## src/rtl/imu_bram2uart_frame_pkg.sv

```systemverilog
// Shared definitions for the IMU BRAM-to-UART framer: UART line constants,
// default frame header, frame FSM states and the baud divider helper.
package imu_pkg;

  localparam logic            START_BIT      = 1'b0;
  localparam logic            STOP_BIT       = 1'b1;
  localparam int unsigned     BITS_PER_BYTE  = 8;
  localparam logic [7:0]      DEFAULT_HEADER = 8'hA5;

  typedef enum logic [2:0] {
    ST_IDLE,
    ST_HDR,
    ST_FETCH,
    ST_WAIT,
    ST_BYTE,
    ST_CHK,
    ST_DONE
  } frame_state_t;

  // Clock cycles per UART bit, truncated.
  function automatic int unsigned clks_per_bit(input int unsigned clk_freq,
                                               input int unsigned baud);
    return clk_freq / baud;
  endfunction

endpackage

```

## src/rtl/imu_bram2uart_frame_if.sv

```systemverilog
// BRAM read port between the framer (master) and the sample memory (slave).
//   addr_bram : read address        (master -> slave)
//   en_bram   : one-cycle read pulse (master -> slave)
//   data_bram : read data, valid RD_LAT cycles after en_bram (slave -> master)
interface imu_bram2uart_frame_if #(
  parameter int unsigned ADDR_W = 13,
  parameter int unsigned DATA_W = 16
) ();

  logic [ADDR_W-1:0] addr_bram;
  logic              en_bram;
  logic [DATA_W-1:0] data_bram;

  modport master (output addr_bram, output en_bram, input data_bram);
  modport slave  (input addr_bram, input en_bram, output data_bram);

endinterface

```

## src/rtl/imu_bram2uart_frame_uart_tx_byte.sv

```systemverilog
// 8N1 UART byte transmitter.
//   clk, rst(active-low, synchronous)
//   start/data : byte request, taken only while ready is high
//   tx         : serial line, idle high
//   ready      : idle, or in the final cycle of the stop bit so the next byte
//                can follow with no idle gap
module uart_tx_byte
  import imu_pkg::*;
#(
  parameter int unsigned CLK_FREQ = 125000000,
  parameter int unsigned BAUD     = 115200
) (
  input  logic       clk,
  input  logic       rst,
  input  logic       start,
  input  logic [7:0] data,
  output logic       tx,
  output logic       ready
);

  localparam int unsigned CPB      = clks_per_bit(CLK_FREQ, BAUD);
  localparam int unsigned CNT_W    = (CPB > 1) ? $clog2(CPB) : 1;
  localparam int unsigned LAST_BIT = BITS_PER_BYTE + 1;

  logic             active;
  logic [3:0]       bit_idx;  // 0 start, 1..8 data, 9 stop
  logic [CNT_W-1:0] cnt;
  logic [7:0]       shreg;
  logic             bit_end;

  assign bit_end = (cnt == CNT_W'(CPB - 1));
  assign ready   = !active || (bit_end && (bit_idx == 4'(LAST_BIT)));

  // Bit sequencer; reset forces the line high immediately.
  always_ff @(posedge clk) begin
    if (!rst) begin
      active  <= 1'b0;
      bit_idx <= '0;
      cnt     <= '0;
      shreg   <= '0;
      tx      <= STOP_BIT;
    end else if (start && ready) begin
      active  <= 1'b1;
      bit_idx <= '0;
      cnt     <= '0;
      shreg   <= data;
      tx      <= START_BIT;
    end else if (active) begin
      if (bit_end) begin
        cnt <= '0;
        if (bit_idx == 4'(LAST_BIT)) begin
          active <= 1'b0;
          tx     <= STOP_BIT;
        end else begin
          bit_idx <= bit_idx + 4'd1;
          tx      <= (bit_idx == 4'(BITS_PER_BYTE)) ? STOP_BIT : shreg[bit_idx[2:0]];
        end
      end else begin
        cnt <= cnt + CNT_W'(1);
      end
    end
  end

endmodule

```

## src/rtl/imu_bram2uart_frame.sv

```systemverilog
// Reads N_WORDS BRAM words on each imu_get_data rising edge and sends them as
// one UART frame: HEADER, payload bytes MSB first, XOR checksum of the payload.
//   clk, rst(active-low, synchronous)
//   imu_get_data : frame trigger level
//   bram         : BRAM read port (master)
//   tx_uart      : UART line, idle high
//   busy         : frame in progress
//   frame_done   : one-cycle pulse after the checksum stop bit
//   overrun      : sticky, trigger edge seen while a frame was active
module imu_bram2uart_frame
  import imu_pkg::*;
#(
  parameter int unsigned ADDR_W   = 13,
  parameter int unsigned DATA_W   = 16,
  parameter int unsigned N_WORDS  = 6,
  parameter int unsigned CLK_FREQ = 125000000,
  parameter int unsigned BAUD     = 115200,
  parameter logic [7:0]  HEADER   = DEFAULT_HEADER,
  parameter int unsigned RD_LAT   = 1
) (
  input  logic                 clk,
  input  logic                 rst,
  input  logic                 imu_get_data,
  imu_bram2uart_frame_if.master bram,
  output logic                 tx_uart,
  output logic                 busy,
  output logic                 frame_done,
  output logic                 overrun
);

  localparam int unsigned N_BYTES = DATA_W / BITS_PER_BYTE;
  localparam int unsigned BYTE_W  = $clog2(N_BYTES + 1);

  frame_state_t      state, state_d;
  logic              trig_cur, trig_prev, trig_edge;
  logic [ADDR_W-1:0] word_idx, word_idx_d;
  logic [BYTE_W-1:0] byte_idx, byte_idx_d;
  logic [1:0]        wait_cnt, wait_cnt_d;
  logic [DATA_W-1:0] shreg, shreg_d;
  logic [7:0]        chk, chk_d;
  logic [ADDR_W-1:0] addr, addr_d;
  logic              en, en_d;
  logic              busy_d, frame_done_d, overrun_d;
  logic              uart_start_c, uart_ready;
  logic [7:0]        uart_data_c;

  assign trig_edge      = trig_cur && !trig_prev;
  assign bram.addr_bram = addr;
  assign bram.en_bram   = en;

  // State and datapath registers.
  always_ff @(posedge clk) begin
    if (!rst) begin
      state      <= ST_IDLE;
      trig_cur   <= 1'b0;
      trig_prev  <= 1'b0;
      word_idx   <= '0;
      byte_idx   <= '0;
      wait_cnt   <= '0;
      shreg      <= '0;
      chk        <= '0;
      addr       <= '0;
      en         <= 1'b0;
      busy       <= 1'b0;
      frame_done <= 1'b0;
      overrun    <= 1'b0;
    end else begin
      state      <= state_d;
      trig_cur   <= imu_get_data;
      trig_prev  <= trig_cur;
      word_idx   <= word_idx_d;
      byte_idx   <= byte_idx_d;
      wait_cnt   <= wait_cnt_d;
      shreg      <= shreg_d;
      chk        <= chk_d;
      addr       <= addr_d;
      en         <= en_d;
      busy       <= busy_d;
      frame_done <= frame_done_d;
      overrun    <= overrun_d;
    end
  end

  // Frame sequencing. Each next byte is requested in the cycle the UART
  // reports ready so bytes within a word and the checksum run back-to-back.
  always_comb begin
    state_d      = state;
    word_idx_d   = word_idx;
    byte_idx_d   = byte_idx;
    wait_cnt_d   = wait_cnt;
    shreg_d      = shreg;
    chk_d        = chk;
    addr_d       = addr;
    frame_done_d = 1'b0;
    uart_start_c = 1'b0;
    uart_data_c  = HEADER;
    overrun_d    = overrun || (trig_edge && (state != ST_IDLE));

    case (state)
      ST_IDLE: begin
        word_idx_d = '0;
        byte_idx_d = '0;
        if (trig_edge) begin
          state_d = ST_HDR;
          chk_d   = '0;
        end
      end
      ST_HDR: begin
        // byte_idx flags that the header has already been handed to the UART
        if (byte_idx == '0) begin
          uart_start_c = 1'b1;
          byte_idx_d   = BYTE_W'(1);
        end else if (uart_ready) begin
          state_d = ST_FETCH;
        end
      end
      ST_FETCH: begin
        state_d    = ST_WAIT;
        wait_cnt_d = '0;
      end
      ST_WAIT: begin
        // First byte goes straight from the read data to close the gap.
        if (wait_cnt == 2'(RD_LAT - 1)) begin
          uart_start_c = 1'b1;
          uart_data_c  = bram.data_bram[DATA_W-1 -: 8];
          chk_d        = chk ^ bram.data_bram[DATA_W-1 -: 8];
          shreg_d      = bram.data_bram << BITS_PER_BYTE;
          byte_idx_d   = BYTE_W'(1);
          state_d      = ST_BYTE;
        end else begin
          wait_cnt_d = wait_cnt + 2'd1;
        end
      end
      ST_BYTE: begin
        if (uart_ready) begin
          if (byte_idx != BYTE_W'(N_BYTES)) begin
            uart_start_c = 1'b1;
            uart_data_c  = shreg[DATA_W-1 -: 8];
            chk_d        = chk ^ shreg[DATA_W-1 -: 8];
            shreg_d      = shreg << BITS_PER_BYTE;
            byte_idx_d   = byte_idx + BYTE_W'(1);
          end else if (word_idx == ADDR_W'(N_WORDS - 1)) begin
            uart_start_c = 1'b1;
            uart_data_c  = chk;
            state_d      = ST_CHK;
          end else begin
            word_idx_d = word_idx + ADDR_W'(1);
            state_d    = ST_FETCH;
          end
        end
      end
      ST_CHK: begin
        if (uart_ready) begin
          state_d      = ST_DONE;
          frame_done_d = 1'b1;
          addr_d       = '0;
        end
      end
      ST_DONE: begin
        state_d = ST_IDLE;
      end
      default: begin
        state_d = ST_IDLE;
      end
    endcase

    en_d = (state_d == ST_FETCH);
    if (state_d == ST_FETCH) begin
      addr_d = word_idx_d;
    end
    busy_d = (state_d == ST_HDR) || (state_d == ST_FETCH) || (state_d == ST_WAIT) ||
             (state_d == ST_BYTE) || (state_d == ST_CHK);
  end

  uart_tx_byte #(
    .CLK_FREQ (CLK_FREQ),
    .BAUD     (BAUD)
  ) u_tx (
    .clk   (clk),
    .rst   (rst),
    .start (uart_start_c),
    .data  (uart_data_c),
    .tx    (tx_uart),
    .ready (uart_ready)
  );

endmodule

```

## src/flat_wrapper.sv

```systemverilog
// flat-port wrapper written by rule: the top's interface ports become plain ports
module imu_bram2uart_frame_flat import imu_pkg::*;
#(
  parameter int unsigned ADDR_W   = 13,
  parameter int unsigned DATA_W   = 16,
  parameter int unsigned N_WORDS  = 6,
  parameter int unsigned CLK_FREQ = 125000000,
  parameter int unsigned BAUD     = 115200,
  parameter logic [7:0]  HEADER   = DEFAULT_HEADER,
  parameter int unsigned RD_LAT   = 1
)
  (clk, rst, imu_get_data, tx_uart, busy, frame_done, overrun, bram_addr_bram, bram_en_bram, bram_data_bram);
  imu_bram2uart_frame_if #(.ADDR_W(ADDR_W), .DATA_W(DATA_W)) bram_i ();
  input  logic clk;
  input  logic rst;
  input  logic imu_get_data;
  output logic tx_uart;
  output logic busy;
  output logic frame_done;
  output logic overrun;
  output wire logic [$bits(bram_i.addr_bram)-1:0] bram_addr_bram;
  output wire logic [$bits(bram_i.en_bram)-1:0] bram_en_bram;
  input wire logic [$bits(bram_i.data_bram)-1:0] bram_data_bram;
  assign bram_addr_bram = bram_i.addr_bram;
  assign bram_en_bram = bram_i.en_bram;
  assign bram_i.data_bram = bram_data_bram;
  imu_bram2uart_frame #(.ADDR_W(ADDR_W), .DATA_W(DATA_W), .N_WORDS(N_WORDS), .CLK_FREQ(CLK_FREQ), .BAUD(BAUD), .HEADER(HEADER), .RD_LAT(RD_LAT)) u_core (.clk(clk), .rst(rst), .imu_get_data(imu_get_data), .bram(bram_i), .tx_uart(tx_uart), .busy(busy), .frame_done(frame_done), .overrun(overrun));
endmodule
```

## config.mk

```make
export PLATFORM = sky130hd
export DESIGN_NAME = imu_bram2uart_frame_flat
export DESIGN_NICKNAME = d
export VERILOG_FILES = /design/src/rtl/imu_bram2uart_frame_pkg.sv /design/src/rtl/imu_bram2uart_frame_if.sv /design/src/rtl/imu_bram2uart_frame_uart_tx_byte.sv /design/src/rtl/imu_bram2uart_frame.sv /design/src/flat_wrapper.sv
export SDC_FILE = /design/constraint.sdc
export NUM_CORES = 1
export LEC_CHECK = 0
export ABC_AREA = 0
export ABC_CLOCK_PERIOD_IN_PS = 3890
export CAP_MARGIN = 25
export CORE_ASPECT_RATIO = 0.5
export CORE_MARGIN = 2
export CORE_UTILIZATION = 30
export CTS_BUF_LIST = sky130_fd_sc_hd__clkbuf_16
export DETAILED_ROUTE_END_ITERATION = 6
export GPL_TIMING_DRIVEN = 0
export PLACE_DENSITY = 0.59
export SLEW_MARGIN = 20
export SYNTH_ARGS = -nofsm -noshare
export SYNTH_HDL_FRONTEND = slang
export SYNTH_HIERARCHICAL = 1
export SYNTH_SLANG_ARGS = --single-unit
```

## constraint.sdc

```tcl
create_clock -name clk -period 3.89 [get_ports clk]
set_input_delay 0.5835 -clock clk [delete_from_list [all_inputs] [get_ports clk]]
set_output_delay 0.5835 -clock clk [all_outputs]
set_load 0.05 [all_outputs]
```

==> metrics.yaml <==
die_area_mm2: 0.01441
setup_viol: 0
synthTopCellsByCount: "80 x dfxtp_1, 37 x nand2_1, 34 x nor2_1"
start_util_pct: 31.24
yosysSeqAreaShare_pct: 39.80
drc: 0
cap_violations: 0
r2r_end: "u_core/bram.addr_bram[5]"
cts_tree: "done"
rsz0062_at_grt: "false"
gp_congestion: 0.8531
p_sw_uw: 422.9
fin_ws_ns: 0.1649
postSynthRegisterBits: 80
max_freq_mhz: 268.4
r2r_slack_ns: 0.16
status: "completed"
tns_ns: 0
synthTopCellsByArea: "dfxtp_1 40%, mux2i_1 4.7%, a21oi_1 4.0%, nand2_1 3.5%, nor2_1 3.2%"
fillers: 1313
critPathMaxFanout: 10
synth_top_area_cell: "dfxtp_1"
ys_types: 61
clock_path_buffers: 2
p_comb_share_pct: 8.9
finalClockSkew_ns: 0.007413
period_needed_ns: 3.725
placed_area_mm2: 0.004602
rr_worst_depth: 11
regArea_mm2: 0.001602
holdCritStartpoint: "u_core/chk[6]"
stdcell_area_mm2: 0.004911
synthToLayoutAreaGrowth_pct: 22.05
dp_hpwl_um: 7071
dominantRegCellSynth: "dfxtp_1"
vias_per_cell: 5.131
vdd_drop_max_uv: 187.0
leakage_nw: 1.685
drtAntennaViolNets: 0
grt_start_max_net_pins: 13
fp.coreArea_mm2: 0.01288
criticalPathCategory: "reg2reg"
grt_pass1_vias: 3189
synth_edf_count: 0
wl_um: 10090
die_w_um: 167.8
drt_iter0_drc: 249
hold_slack_ns: 0.4520
hold_path_end: "u_core/chk[6]"
max_slew_margin_pct: 60.84
n_antenna_cell: 0
pre_cts_slack_ns: -0.2761
cp.arrival_ns: 3.95
die-height_um: 85.90
drive_gt1_share_pct: 9.037
worstReg2RegStart: "u_core/u_tx/cnt[6]"
fin_nets: 533
rows: 29
seqPwrFrac_pct: 46.7
endpoint_kind: "register"
synth_nets: 484
hold_path.class: "reg2reg"
cts.sinks: 80
ios: 37
async_reset_ff_share_pct: 0
power_mw: 1.809
ctsHoldBuffers: 0
portBuffers: 36
multi_input_area_mm2: 0.002272
yosys.cell_count.top_type: "dfxtp_1"
netlist_instances: 455
netSwitchingFraction_pct: 23.38
cp-startpoint: "u_core/u_tx/cnt[6]"
hold_path_depth: 1
wl_per_cell_um: 14.86
cts_inserted_buffers: 9
drt-pass1-iter-count: 5
htree_levels: 3
syn_avg_cell_area_um2: 8.844
yosys.area.top_type_share_pct: 39.80
track_usage_pct: 14.33
grt_pass1_wl_um: 16220
cts_root_buffer: "clkbuf_16"
power.share.clock_pct: 44.4
intPower_mw: 1.386
finalHoldViolCount: 0
instances_no_fill: 679
synth_warnings: 6
antenna_found_initial: 0
post-place-cells: 661
final_core_util_pct: 38.13
vias: 3484
clk_latency_ns: 0.34
fin_crit_sh_pct: 95.76
gr-total-overflow: 0
netlist_area_mm2: 0.004024
maxSlewViolCount: 0
cp_data_required_time_ns: 4.12
worst_pin_slew_ns: 0.5874
power.density_mw_per_mm2: 368.4
start_kind: "register"
clk_pin_slew_worst_paths_ns: 0.06
==> state kept, by name, summed over array words and instances (netlist names), 3 cells and up <==
| register | flops |
|---|---|
| u_core/u_tx/cnt | 11 |
| u_core/shreg | 8 |
| u_core/bram.addr_bram | 13 |
| u_core/chk | 8 |
| u_core/u_tx/bit_idx | 4 |
| u_core/u_tx/shreg | 8 |
| u_core/word_idx | 13 |
| u_core/state | 3 |
==> worst max path at each step <==
stage | end | slack, ns
after floorplan | u_core/bram.addr_bram[10] | 0.28
after global placement | u_core/u_tx/bit_idx[1] | -0.66
after detailed placement | u_core/u_tx/bit_idx[2] | -0.28
after CTS | u_core/u_tx/bit_idx[1] | 0.1
after global routing | u_core/u_tx/bit_idx[1] | 0.02
final | u_core/bram.addr_bram[5] | 0.16
==> logic make-up (layout without fill, tap and decap cells) <==
kind of cell / count (synthesis) / in the layout / share of synthesized area, %
AOI/OAI and AO/OA: 94 / 94 / 15.21
xor gates and xnor gates: 19 / 19 / 4.136
adders and majority gates: 10 / 10 / 3.109
buffers and inverters: 41 / 95 / 4.229
DFF: 80 / 80 / 39.80
muxes: 29 / 29 / 8.551
and+or+nand+nor: 182 / 182 / 24.97
==> what timing repair did <==
item,4_1_cts,5_1_grt
gates cloned,0,0
pin swaps,1,0
endpoints found under the setup margin,23,13
gates resized for setup,1,1
setup buffers,2,0
==> worst max-delay path: stages, from the launching register on <==
cell and delay, ns:
dfxtp_1 0.35, or4_4 0.59, or3_1 0.39, o31ai_4 0.32, buf_4 0.20, nand2_1 0.10, a31o_2 0.32, o221a_4 0.33
or3_1 0.38, buf_2 0.16, buf_6 0.15, mux2_4 0.30
==> power by group through the flow <==
stage          sequential (mW)  combinational (mW)  clock (mW)
2_1_floorplan            0.871              0.0883           0
5_1_grt                  0.847               0.175       0.869
4_1_cts                  0.845               0.160       0.823
6_report                 0.845               0.161       0.803
3_3_place_gp             0.863               0.152           0
3_5_place_dp             0.863               0.154           0
==> layout make-up <==
type	count	share of cell area (%)
well taps	170	4.331
inverters	18	1.376
clock buffers	9	4.586
repair buffers	38	7.643
plain buffers	23	2.089
clock inverters	7	1.096
multi-input cells	334	46.27
flip-flops and latches	80	32.61
==> metal layers <==
metal | vias to the layer above | part of all wire [%] | GRT usage (%)
li1 | 1734 | - | -
met1 | 1659 | 50 | 19.16
met2 | 81 | 44 | 22.84
met3 | 10 | 4.3 | 3.553
met4 | 0 | 1.1 | 4.743
met5 | - | 0 | 0
==> placed cells by master (no fill, tap or decap), types with 4 or more instances in the layout <==
cell	synthesis	final
dfxtp_1	80	80
nand3_1	22	22
o311ai_0	5	5
nand2b_1	5	5
o221ai_1	5	5
clkinv_1	1	5
inv_1	17	18
nor3_1	7	7
clkdlybuf4s50_1	0	36
xnor2_1	13	13
buf_2	5	5
nor2_1	34	34
nand4_1	8	8
o31ai_1	7	6
a21oi_1	32	32
nand2_1	37	37
xor2_1	6	6
nor4_1	4	4
clkbuf_1	13	13
mux2i_1	19	19
o21ai_0	23	23
and2_1	13	13
nor2b_1	14	14
mux2_4	5	5
or3_1	11	11
ha_1	10	10
clkbuf_16	0	9
Power figures use the tool's default switching activity.
